**config.mk**
```make
export PLATFORM = sky130hd
export DESIGN_NAME = fetch_unit
export DESIGN_NICKNAME = d
export VERILOG_FILES = /design/src/rtl/fetch_unit.sv
export SDC_FILE = /design/constraint.sdc
export NUM_CORES = 1
export LEC_CHECK = 0
export BUFFER_PORTS_ARGS = -buffer_cell sky130_fd_sc_hd__buf_4
export CAP_MARGIN = 30
export CORE_UTILIZATION = 46
export CTS_CLUSTER_DIAMETER = 80
export CTS_CLUSTER_SIZE = 14
export DETAILED_ROUTE_END_ITERATION = 8
export GPL_TIMING_DRIVEN = 0
export PLACE_DENSITY = 0.76
export SLEW_MARGIN = 20
export SYNTH_ARGS = -nofsm -noshare
export SYNTH_HDL_FRONTEND = slang
export SYNTH_SLANG_ARGS = --single-unit
```
**constraint.sdc**
```tcl
create_clock -name CLK -period 3.4 [get_ports CLK]
set_input_delay 0.51 -clock CLK [delete_from_list [all_inputs] [get_ports CLK]]
set_output_delay 0.51 -clock CLK [all_outputs]
set_load 0.02 [all_outputs]
```
**src/rtl/fetch_unit.sv**
```systemverilog
// rtl/fetch_unit.sv - instruction fetch: PC sequencing, 2-entry {pc,inst} queue, redirect flush
// Optional feature macro: FETCH_PERF_CNT_EN adds the fetch_count decode-transfer counter.
module fetch_unit #(
  parameter logic [63:0] STARTPC = 64'h0
) (
  input  logic        CLK,
  input  logic        Reset_L,
  input  logic        redirect,
  input  logic [63:0] redirect_pc,
  output logic        imem_req,
  output logic [63:0] imem_addr,
  input  logic        imem_gnt,
  input  logic        imem_rvalid,
  input  logic [31:0] imem_rdata,
  output logic        inst_valid,
  output logic [31:0] inst,
  output logic [63:0] inst_pc,
  input  logic        inst_ready
`ifdef FETCH_PERF_CNT_EN
  ,
  output logic [31:0] fetch_count
`endif
);

  typedef enum logic [1:0] {IDLE, FETCH, FLUSH} state_t;

  state_t      state;
  logic [63:0] pc;
  logic [1:0]  outstanding;
  logic [1:0]  drop;
  logic [1:0]  count;
  logic [63:0] pc0, pc1;
  logic [31:0] inst0, inst1;

  logic        pop, grant, rsp, push;
  logic [2:0]  occ;
  logic [1:0]  inflight;
  logic [63:0] rsp_pc;
  logic        unused_lsb;

  // low target bits are discarded by word alignment
  assign unused_lsb = ^redirect_pc[1:0];

  assign imem_addr  = pc;
  assign inst_valid = (count != 2'd0);
  assign inst       = inst0;
  assign inst_pc    = pc0;

  assign pop      = inst_valid && inst_ready && !redirect;
  assign occ      = {1'b0, outstanding} + {1'b0, count} - {2'b00, pop};
  assign imem_req = (state == FETCH) && !redirect && (occ < 3'd2);
  assign grant    = imem_req && imem_gnt;
  // a response with nothing in flight (stale traffic after reset) is ignored
  assign rsp      = imem_rvalid && (state != IDLE) && ((outstanding != 2'd0) || (drop != 2'd0));
  assign push     = rsp && (state == FETCH) && !redirect;
  // requests since the last redirect are contiguous, so the oldest one sits behind pc
  assign rsp_pc   = pc - {60'd0, outstanding, 2'b00};
  assign inflight = outstanding + drop - {1'b0, rsp};

  always_ff @(posedge CLK or negedge Reset_L) begin
    if (!Reset_L) begin
      state       <= IDLE;
      pc          <= STARTPC;
      outstanding <= 2'd0;
      drop        <= 2'd0;
      count       <= 2'd0;
      pc0         <= 64'd0;
      pc1         <= 64'd0;
      inst0       <= 32'd0;
      inst1       <= 32'd0;
    end else if (redirect) begin
      pc          <= {redirect_pc[63:2], 2'b00};
      count       <= 2'd0;
      outstanding <= 2'd0;
      drop        <= inflight;
      state       <= (inflight != 2'd0) ? FLUSH : FETCH;
    end else begin
      case (state)
        IDLE: state <= FETCH;
        FETCH: begin
          if (grant) pc <= pc + 64'd4;
          case ({grant, push})
            2'b10:   outstanding <= outstanding + 2'd1;
            2'b01:   outstanding <= outstanding - 2'd1;
            default: ;
          endcase
        end
        FLUSH: begin
          if (rsp) begin
            drop <= drop - 2'd1;
            if (drop == 2'd1) state <= FETCH;
          end
        end
        default: state <= IDLE;
      endcase

      // slot 0 is always the head, so decode outputs come straight from registers
      case ({push, pop})
        2'b10: begin
          if (count == 2'd0) begin
            pc0   <= rsp_pc;
            inst0 <= imem_rdata;
          end else begin
            pc1   <= rsp_pc;
            inst1 <= imem_rdata;
          end
          count <= count + 2'd1;
        end
        2'b01: begin
          pc0   <= pc1;
          inst0 <= inst1;
          count <= count - 2'd1;
        end
        2'b11: begin
          if (count == 2'd1) begin
            pc0   <= rsp_pc;
            inst0 <= imem_rdata;
          end else begin
            pc0   <= pc1;
            inst0 <= inst1;
            pc1   <= rsp_pc;
            inst1 <= imem_rdata;
          end
        end
        default: ;
      endcase
    end
  end

`ifdef FETCH_PERF_CNT_EN
  always_ff @(posedge CLK or negedge Reset_L) begin
    if (!Reset_L)  fetch_count <= 32'd0;
    else if (pop)  fetch_count <= fetch_count + 32'd1;
  end
`endif

endmodule
```
==> results of run 1 <==
synthesized netlist by cell type, types with 34 or more instances:
cell type and number:
dfrtp_1 258, nand2_1 180, nor2_1 144, o21ai_0 125, clkbuf_1 89, xnor2_1 74, a21oi_1 66, mux2_2 52
xor2_1 49, nor3_1 39, a31oi_1 37, nand4_1 34
registers in the layout (all words and copies together), names as in the netlist:
signal,cells
imem_addr,62
inst_pc,62
pc1,62
inst1,32
inst,32
count,2
drop,2
outstanding,2
state,2
timing repair:
item	in CTS	in global routing
buffers inserted	14	10
pin swaps	5	28
gates resized for setup	20	62
endpoints found under the setup margin	120	92
area by class of cell:
type | count | area (um^2)
Fill cell | 2330 | 11200
Sequential cell | 258 | 6460
Multi-Input combinational cell | 1012 | 6330
Timing Repair Buffer | 283 | 2200
Clock buffer | 24 | 589
Buffer | 111 | 475
Tap cell | 378 | 473
Inverter | 19 | 71.3
Clock inverter | 2 | 10.0
worst register-to-register path, stage by stage (launching register included):
cell       delay, ns
dfrtp_1         0.38
inv_2           0.07
ha_4            0.18
nand2b_4        0.14
buf_6           0.14
nor3_4          0.18
o21ai_2         0.10
fa_1            0.61
nand4bb_4       0.15
nor3b_4         0.30
buf_4           0.17
nand4_1         0.13
buf_6           0.25
nor4_4          0.25
xnor2_1         0.16
o21ai_1         0.07
cell families after synthesis:
| group | count (synthesis) | share of synthesized area (%) |
|---|---|---|
| AO/OA/AOI/OAI | 278 | 12.1 |
| other | 1 | 0.0288 |
| adder cells (fa/ha/maj) | 12 | 1.27 |
| XOR/XNOR | 123 | 8.28 |
| buffers and inverters | 131 | 4.01 |
| flip-flops | 258 | 49.6 |
| AND/OR/NAND/NOR | 540 | 20.0 |
| multiplexers | 55 | 4.73 |
cell usage in the layout (no fill, tap or decap), types with 49 or more instances in the layout:
cell type	synthesis	layout
xnor2_1	74	73
clkbuf_1	89	83
a21oi_1	66	65
nor2_1	144	138
nand2_1	180	180
buf_4	4	281
mux2_2	52	51
dfrtp_1	258	258
xor2_1	49	49
o21ai_0	125	114
worst paths after layout:
check,startpoint,to,slack [ns],cells after the start
max in group asynchronous,Reset_L,imem_addr[40]$_DFFE_PN0P_,2.13,3
worst min register to register,inst_pc[15]$_DFFE_PN0P_,inst_pc[15]$_DFFE_PN0P_,0.48,2
min in group CLK,redirect_pc[56],imem_addr[56]$_DFFE_PN0P_,0.19,3
worst max register to register,count[0]$_DFFE_PN0P_,imem_addr[45]$_DFFE_PN0P_,-0.008,15
worst max-delay path,count[0]$_DFFE_PN0P_,imem_addr[45]$_DFFE_PN0P_,-0.008,15
worst min-delay path,Reset_L,inst[8]$_DFFE_PN0P_,0.02,1
report_power, final:
| part | internal (W) | leakage, nW | switching [W] |
|---|---|---|---|
| combinational | 0.00214 | 3.85 | 0.00290 |
| clock | 0.00122 | 0.298 | 0.00110 |
| sequential | 0.00426 | 3.18 | 0.000796 |
| total | 0.00762 | 7.33 | 0.00480 |
stage by stage:
step / utilization (%) / worst slack (ns) / instances / total power [W] / hold WS, ns
2_1_floorplan: - / 0.00824 / 1401 / 0.00786 / 0.214
3_3_place_gp: 55.6 / -0.900 / 2036 / 0.00970 / 0.467
3_5_place_dp: 55.8 / -0.939 / 2038 / 0.00990 / 0.474
4_1_cts: 58.6 / 0.00735 / 2077 / 0.0123 / 0.0490
5_1_grt: 59.8 / -0.135 / 2087 / 0.0131 / 0.101
6_report: 59.8 / -0.00759 / 2087 / 0.0124 / 0.0246
metal layers:
metal  GRT usage (%)  vias up  part of all wire, %
met1            36.9     5839                   41
met2            45.1      596                   48
met4            9.20        0                  2.8
met3            4.77       87                  8.1
li1                -     5472                    -
met5               0        -                    0
==> impl_metrics.tcl, run 1 <==
set metrics [dict create \
    status "finished with violations" \
    violations "negative setup slack" \
    hold_class "in -> async" \
    drive_gt1_share_pct 25.1 \
    rsz0062_at_grt "true" \
    timing.fmax_ghz 0.293 \
    syn_avg_cell_area_um2 9.31 \
    diodes 0 \
    remaining_drc_errors 0 \
    required_ns 3.79 \
    cpMostUsedCell "buf_6" \
    slew_headroom_pct 38.6 \
    cts_buffer_depth 3 \
    cts.root.buffer_cell "clkbuf_16" \
    setup-tns-final_ns -0.00759 \
    report.final.slew_viol_count 0 \
    cp_cell_sequence "inv_2 > ha_4 > nand2b_4 > buf_6 > nor3_4 > o21ai_2 > fa_1 > nand4bb_4 > nor3b_4 > buf_4 > nand4_1 > buf_6 > nor4_4 > xnor2_1 > o21ai_1" \
    dieArea_um2 29000 \
    fin_skew_ns 0.0225 \
    synth_top_area_share_pct 49.6 \
    fp.dieW_um 170 \
    synth_seq_cells 258 \
    tightest_slew_ns 0.914 \
    slowest_stage "fa_1" \
    gp_congestion 0.943 \
    finalHoldViolations 0 \
    die_h_um 170 \
    p_per_area_nw_per_um2 748 \
    numCtsBuffers 22 \
    syn_to_final_growth_pct 27.6 \
    post-route-min-period_ns 3.41 \
    first_pass_iters 5 \
    io_buffer_count 257 \
    synth_edf_count 0 \
    core.rowCount 61 \
    overflow 0 \
    setup_viol 1 \
    syn_area_um2 13000 \
    cp-end-kind "register" \
    dp_hpwl_um 29500 \
    ys_warn_count 0 \
    synth_area_leaders "dfrtp_1, nand2_1, xnor2_1" \
    synth_ff_type "dfrtp_1" \
    critPathLaunchType "register" \
    worst_slack_ns -0.00759 \
    cts_hold_buf 0 \
    finalCritPeriodShare_pct 100 \
    synthCells 1398 \
    final_area_um2 16600 \
    slowest_delay_ns 0.61 \
    clock_sink_count 258 \
    h-tree-depth 1 \
    clk_latency_ns 0.53 \
    drtAntennaViolNets 0 \
    crit_path_max_fanout 7 \
    grt_pass1_vias 11472 \
    cts_tree "yes" \
    critPathBufInv 4 \
    track_usage_pct 27.5 \
    vias_per_cell 5.75 \
    max-cap-violations 0 \
    antenna_found_initial 0 \
    synth-async-reset-ratio_pct 100 \
    ys_types 54 \
    ir_drop_mv 0.402 \
    path_delay_family "simple AND/OR/NAND/NOR gates" \
    synth_top_cell_by_area "dfrtp_1" \
    grt_start_max_net_pins 100 \
    initial_core_util_pct 46.9 \
    ys_seq_area_share_pct 49.6 \
    ios 264 \
    fin_nets 1821 \
    wl_um 40600 \
    drt-initial-drc-count 1149 \
    wl_per_cell_um 19.4 \
    grt_pass1_wl_um 61900 \
    clk_pin_slew_ns 0.07 \
    core_area_um2 27800 \
    placed_area_um2 15500 \
    critPathArrivalTime_ns 3.80 \
    critPathKind "reg -> reg" \
    vias 11994 \
    power.leakage_nw 7.33 \
]
Note: power is estimated with default switching activity, not from simulation.
==> run 2, diff against run 1 <==
- CORE_MARGIN: not set -> 2
==> impl_metrics.tcl, run 2 (synthesized netlist as in run 1, its figures left out) <==
set metrics [dict create \
    status "finished with violations" \
    violations "negative setup slack" \
    timing.rr.end "imem_addr[53]$_DFFE_PN0P_" \
    dieArea_um2 29700 \
    wl_per_cell_um 19.5 \
    crit_path_max_fanout 7 \
    reg2reg_depth 15 \
    drive_gt1_share_pct 24.8 \
    finalCritPeriodShare_pct 100 \
    finalHoldViolations 0 \
    clk_pin_slew_ns 0.07 \
    die_h_um 172 \
    required_ns 3.80 \
    grt_start_max_net_pins 90 \
    critPathKind "reg -> reg" \
    post-route-min-period_ns 3.40 \
    gp_congestion 0.919 \
    clock_sink_count 258 \
    vias_per_cell 5.69 \
    h-tree-depth 1 \
    endpoint "imem_addr[53]$_DFFE_PN0P_" \
    rsz0062_at_grt "true" \
    numCtsBuffers 22 \
    fin_skew_ns 0.0193 \
    setup_viol 1 \
    cts_buffer_depth 3 \
    cts_tree "yes" \
    fp.dieW_um 172 \
    power_w 0.0124 \
    worst_slack_ns -0.00224 \
    drt-initial-drc-count 1177 \
    drtAntennaViolNets 0 \
    initial_core_util_pct 46.7 \
    diodes 0 \
    timing.fmax_ghz 0.294 \
    io_buffer_count 257 \
    track_usage_pct 26.7 \
    overflow 0 \
    timing.rr.start "count[0]$_DFFE_PN0P_" \
    tightest_slew_ns 0.856 \
    slew_headroom_pct 42.4 \
    grt_pass1_vias 11382 \
    first_pass_iters 7 \
    r2r_slack_ns -0.002 \
    core_area_um2 27900 \
    cp-end-kind "register" \
    remaining_drc_errors 0 \
    final_common_cell "buf_4" \
    critPathArrivalTime_ns 3.80 \
    wl_um 40800 \
    dp_hpwl_um 29900 \
    startpoint "count[0]$_DFFE_PN0P_" \
    vias 11891 \
    core.rowCount 61 \
    cts.root.buffer_cell "clkbuf_16" \
    setup-tns-final_ns -0.00224 \
    final_area_um2 16600 \
    hold_class "in -> reg" \
    fillers 2383 \
    critPathLaunchType "register" \
    report.final.slew_viol_count 0 \
    fin_nets 1824 \
    syn_to_final_growth_pct 27.3 \
    ios 264 \
    p_per_area_nw_per_um2 748 \
    placed_area_um2 15500 \
    ir_drop_mv 0.460 \
    final_cell_mix "buf_4, dfrtp_1, nand2_1, nor2_1, o21ai_0" \
    grt_pass1_wl_um 61600 \
    power.leakage_nw 7.27 \
    max-cap-violations 0 \
    clk_latency_ns 0.52 \
    antenna_found_initial 0 \
]
run 2: cell types whose count changed in the layout (fill, tap and decap cells not counted), sizes merged:
cell | before | now
clkinv | 2 | 1
buf | 309 | 310
clkinvlp | 0 | 1
dlygate4sd3 | 0 | 1
run 2: final cells by class:
type | instances | area (um^2) | share of cell area (%)
clock buffer | 23 | 576 | 3.47
tap | 378 | 473 | 2.85
sequential | 258 | 6460 | 39.0
buffer | 111 | 498 | 3.01
multi-input combinational | 1012 | 6240 | 37.7
clock inverter | 2 | 12.5 | 0.0755
inverter | 19 | 71.3 | 0.430
timing repair buffer | 286 | 2240 | 13.5
run 2: power breakdown:
group          switching [W]  internal, W  total (W)
clock network        0.00110      0.00119    0.00229
logic                0.00290      0.00215    0.00505
registers           0.000800      0.00426    0.00506
run 2: worst max-delay path, stage by stage, from the launching register on:
cell and delay (ns):
dfrtp_1 0.37, inv_2 0.06, ha_4 0.17, nand2b_4 0.14, buf_8 0.13, nor3_4 0.19, o21ai_2 0.09, fa_1 0.58
nand4bb_1 0.20, nor3b_4 0.24, buf_6 0.15, and4_4 0.26, buf_6 0.13, nand4_1 0.11, xnor2_1 0.18, mux2_4 0.28
run 2: how the worst min path moves through the flow:
stage / start / slack [ns] / end / cells past startpoint
2_1_floorplan: Reset_L / 0.21 / count[0]$_DFFE_PN0P_ / 0
3_3_place_gp: inst_pc[11]$_DFFE_PN0P_ / 0.47 / inst_pc[11]$_DFFE_PN0P_ / 2
3_5_place_dp: Reset_L / 0.39 / inst[8]$_DFFE_PN0P_ / 1
4_1_cts: redirect_pc[5] / 0.19 / imem_addr[5]$_DFFE_PN0P_ / 3
5_1_grt: redirect_pc[5] / 0.19 / imem_addr[5]$_DFFE_PN0P_ / 3
6_report: redirect_pc[5] / 0.20 / imem_addr[5]$_DFFE_PN0P_ / 3
run 2: per-layer routing:
layer  GRT usage [%]  up-vias  wire length, um
li1                -     5489                -
met1            35.6     5834            16800
met2            44.6      501            19700
met3            5.31       67             3520
met4            7.53        0              810
met5               0        -                0
run 2: metrics by stage:
step                      instances  setup slack (ns)  utilization, %  hold WS, ns
after floorplan                1401           0.00824               -        0.214
after global placement         2036            -0.977            55.4        0.468
after detailed placement       2039            -0.994            55.8        0.389
after CTS                      2078          -0.00240            58.6        0.187
after global routing           2089            -0.126            59.5        0.193
final                          2089          -0.00224            59.5        0.198
run 2: repair_timing:
item | in CTS | in global routing
resized for setup | 24 | 43
pin swaps | 6 | 21
endpoints found under the hold margin | 33 | 0
endpoints found under the setup margin | 142 | 98
hold buffers | 1 | 0
setup buffers | 14 | 11
==> run 3, diff against run 2 <==
- PLACE_DENSITY: 0.76 -> 0.74
- REMOVE_ABC_BUFFERS: not set -> 1
- clock period: 3.4 -> 3.8 ns (I/O delays scaled with it)
==> impl_metrics.tcl, run 3 (synthesized netlist as in run 1, its figures left out) <==
set metrics [dict create \
    status "finished clean" \
    power_w 0.0110 \
    cts_hold_buf 0 \
    diodes 0 \
    fin_skew_ns 0.0160 \
    grt_start_max_net_pins 89 \
    power.leakage_nw 7.04 \
    whs_ns 0.0343 \
    clock_sink_count 258 \
    final_area_um2 16200 \
    die_h_um 172 \
    core.rowCount 61 \
    place_ws_ns -0.489 \
    fin_nets 1717 \
    h-tree-depth 1 \
    critPathArrivalTime_ns 3.98 \
    post-route-min-period_ns 3.54 \
    drt-initial-drc-count 823 \
    max-cap-violations 0 \
    worst_slack_ns 0.257 \
    vias_per_cell 5.64 \
    required_ns 4.23 \
    placed_area_um2 15500 \
    cts_tree "yes" \
    reg2reg_depth 14 \
    report.final.slew_viol_count 0 \
    rsz0062_at_grt "false" \
    dieArea_um2 29700 \
    antenna_found_initial 0 \
    fp.dieW_um 172 \
    remaining_drc_errors 0 \
    gp_congestion 0.853 \
    final_cell_mix "buf_4, dfrtp_1, nand2_1, nor2_1, o21ai_0" \
    cts_buffer_depth 3 \
    finalHoldViolations 0 \
    setup_viol 0 \
    cp-end-kind "register" \
    grt_pass1_vias 10881 \
    wl_um 37200 \
    slew_headroom_pct 28.3 \
    clk_latency_ns 0.52 \
    drtAntennaViolNets 0 \
    io_buffer_count 257 \
    ios 264 \
    cts.root.buffer_cell "clkbuf_16" \
    timing.fmax_ghz 0.282 \
    hold_class "in -> async" \
    ir_drop_mv 0.456 \
    first_pass_iters 6 \
    core_area_um2 27900 \
    wl_per_cell_um 18.8 \
    dp_hpwl_um 26500 \
    clk_pin_slew_ns 0.07 \
    numCtsBuffers 22 \
    syn_to_final_growth_pct 24.4 \
    initial_core_util_pct 46.7 \
    tightest_slew_ns 1.07 \
    vias 11177 \
    grt_pass1_wl_um 58000 \
    drive_gt1_share_pct 24.5 \
    critPathKind "reg -> reg" \
    track_usage_pct 24.7 \
    finalCritPeriodShare_pct 93.2 \
    critPathLaunchType "register" \
    overflow 0 \
    final_util_pct 58.1 \
    crit_path_max_fanout 13 \
    p_per_area_nw_per_um2 677 \
    final_common_cell "buf_4" \
]
## run 3: critical path, stage by stage (launching register included)
cell,delay [ns]
dfrtp_1,0.38
inv_1,0.18
ha_4,0.20
nand2b_4,0.20
nor2_1,0.12
nor2_1,0.13
o21ai_0,0.11
fa_1,0.50
nand4bb_1,0.17
nor3b_4,0.27
buf_6,0.19
and4_4,0.30
nand3_1,0.16
or3_1,0.36
a31oi_1,0.18
## run 3: stage by stage
step	std cells	TNS, ns
floorplan	1289	-316.41
global placement	1924	-959.71
detailed placement	1950	-11.98
CTS	1978	0
global route	1981	0
finish	1981	0
## run 3: worst paths after layout
| check | slack [ns] | endpoint | startpoint |
|---|---|---|---|
| min in group CLK | 0.25 | imem_addr[9]$_DFFE_PN0P_ | redirect_pc[9] |
| min | 0.03 | state[0]$_DFFE_PN0P_ | Reset_L |
| min reg2reg | 0.48 | inst_pc[14]$_DFFE_PN0P_ | inst_pc[14]$_DFFE_PN0P_ |
| max reg2reg | 0.26 | imem_addr[60]$_DFFE_PN0P_ | count[1]$_DFFE_PN0P_ |
| max in group asynchronous | 2.84 | pc1[62]$_DFFE_PN0P_ | Reset_L |
| max | 0.26 | imem_addr[60]$_DFFE_PN0P_ | count[1]$_DFFE_PN0P_ |
## run 3: what timing repair did
| action | in CTS | in global routing |
|---|---|---|
| gates cloned | 0 | 1 |
| pin swaps | 1 | 0 |
| endpoints found under the setup margin | 41 | 20 |
| buffers inserted | 4 | 2 |
| resized for setup | 8 | 6 |
## run 3: layout make-up
cell class,count,area [um^2]
inverter,19,71.3
multi-input combinational,1013,6160
fill,2419,11700
clock inverter,1,8.76
sequential,258,6460
clock buffer,23,576
timing repair buffer,289,2450
tap,378,473
## run 3: metal layers
layer,GRT usage [%],wire (um),vias to the layer above
met5,0,0,-
met1,33.7,16000,5454
met4,8.81,1310,0
met3,3.73,2290,86
li1,-,-,5255
met2,40.3,17600,382
## run 3: power breakdown
part,switching [W],internal [W],total [W],leakage (nW)
logic,0.00245,0.00193,0.00439,3.57
clock network,0.000977,0.00107,0.00205,0.288
registers,0.000731,0.00381,0.00454,3.18
total,0.00416,0.00681,0.0110,7.04
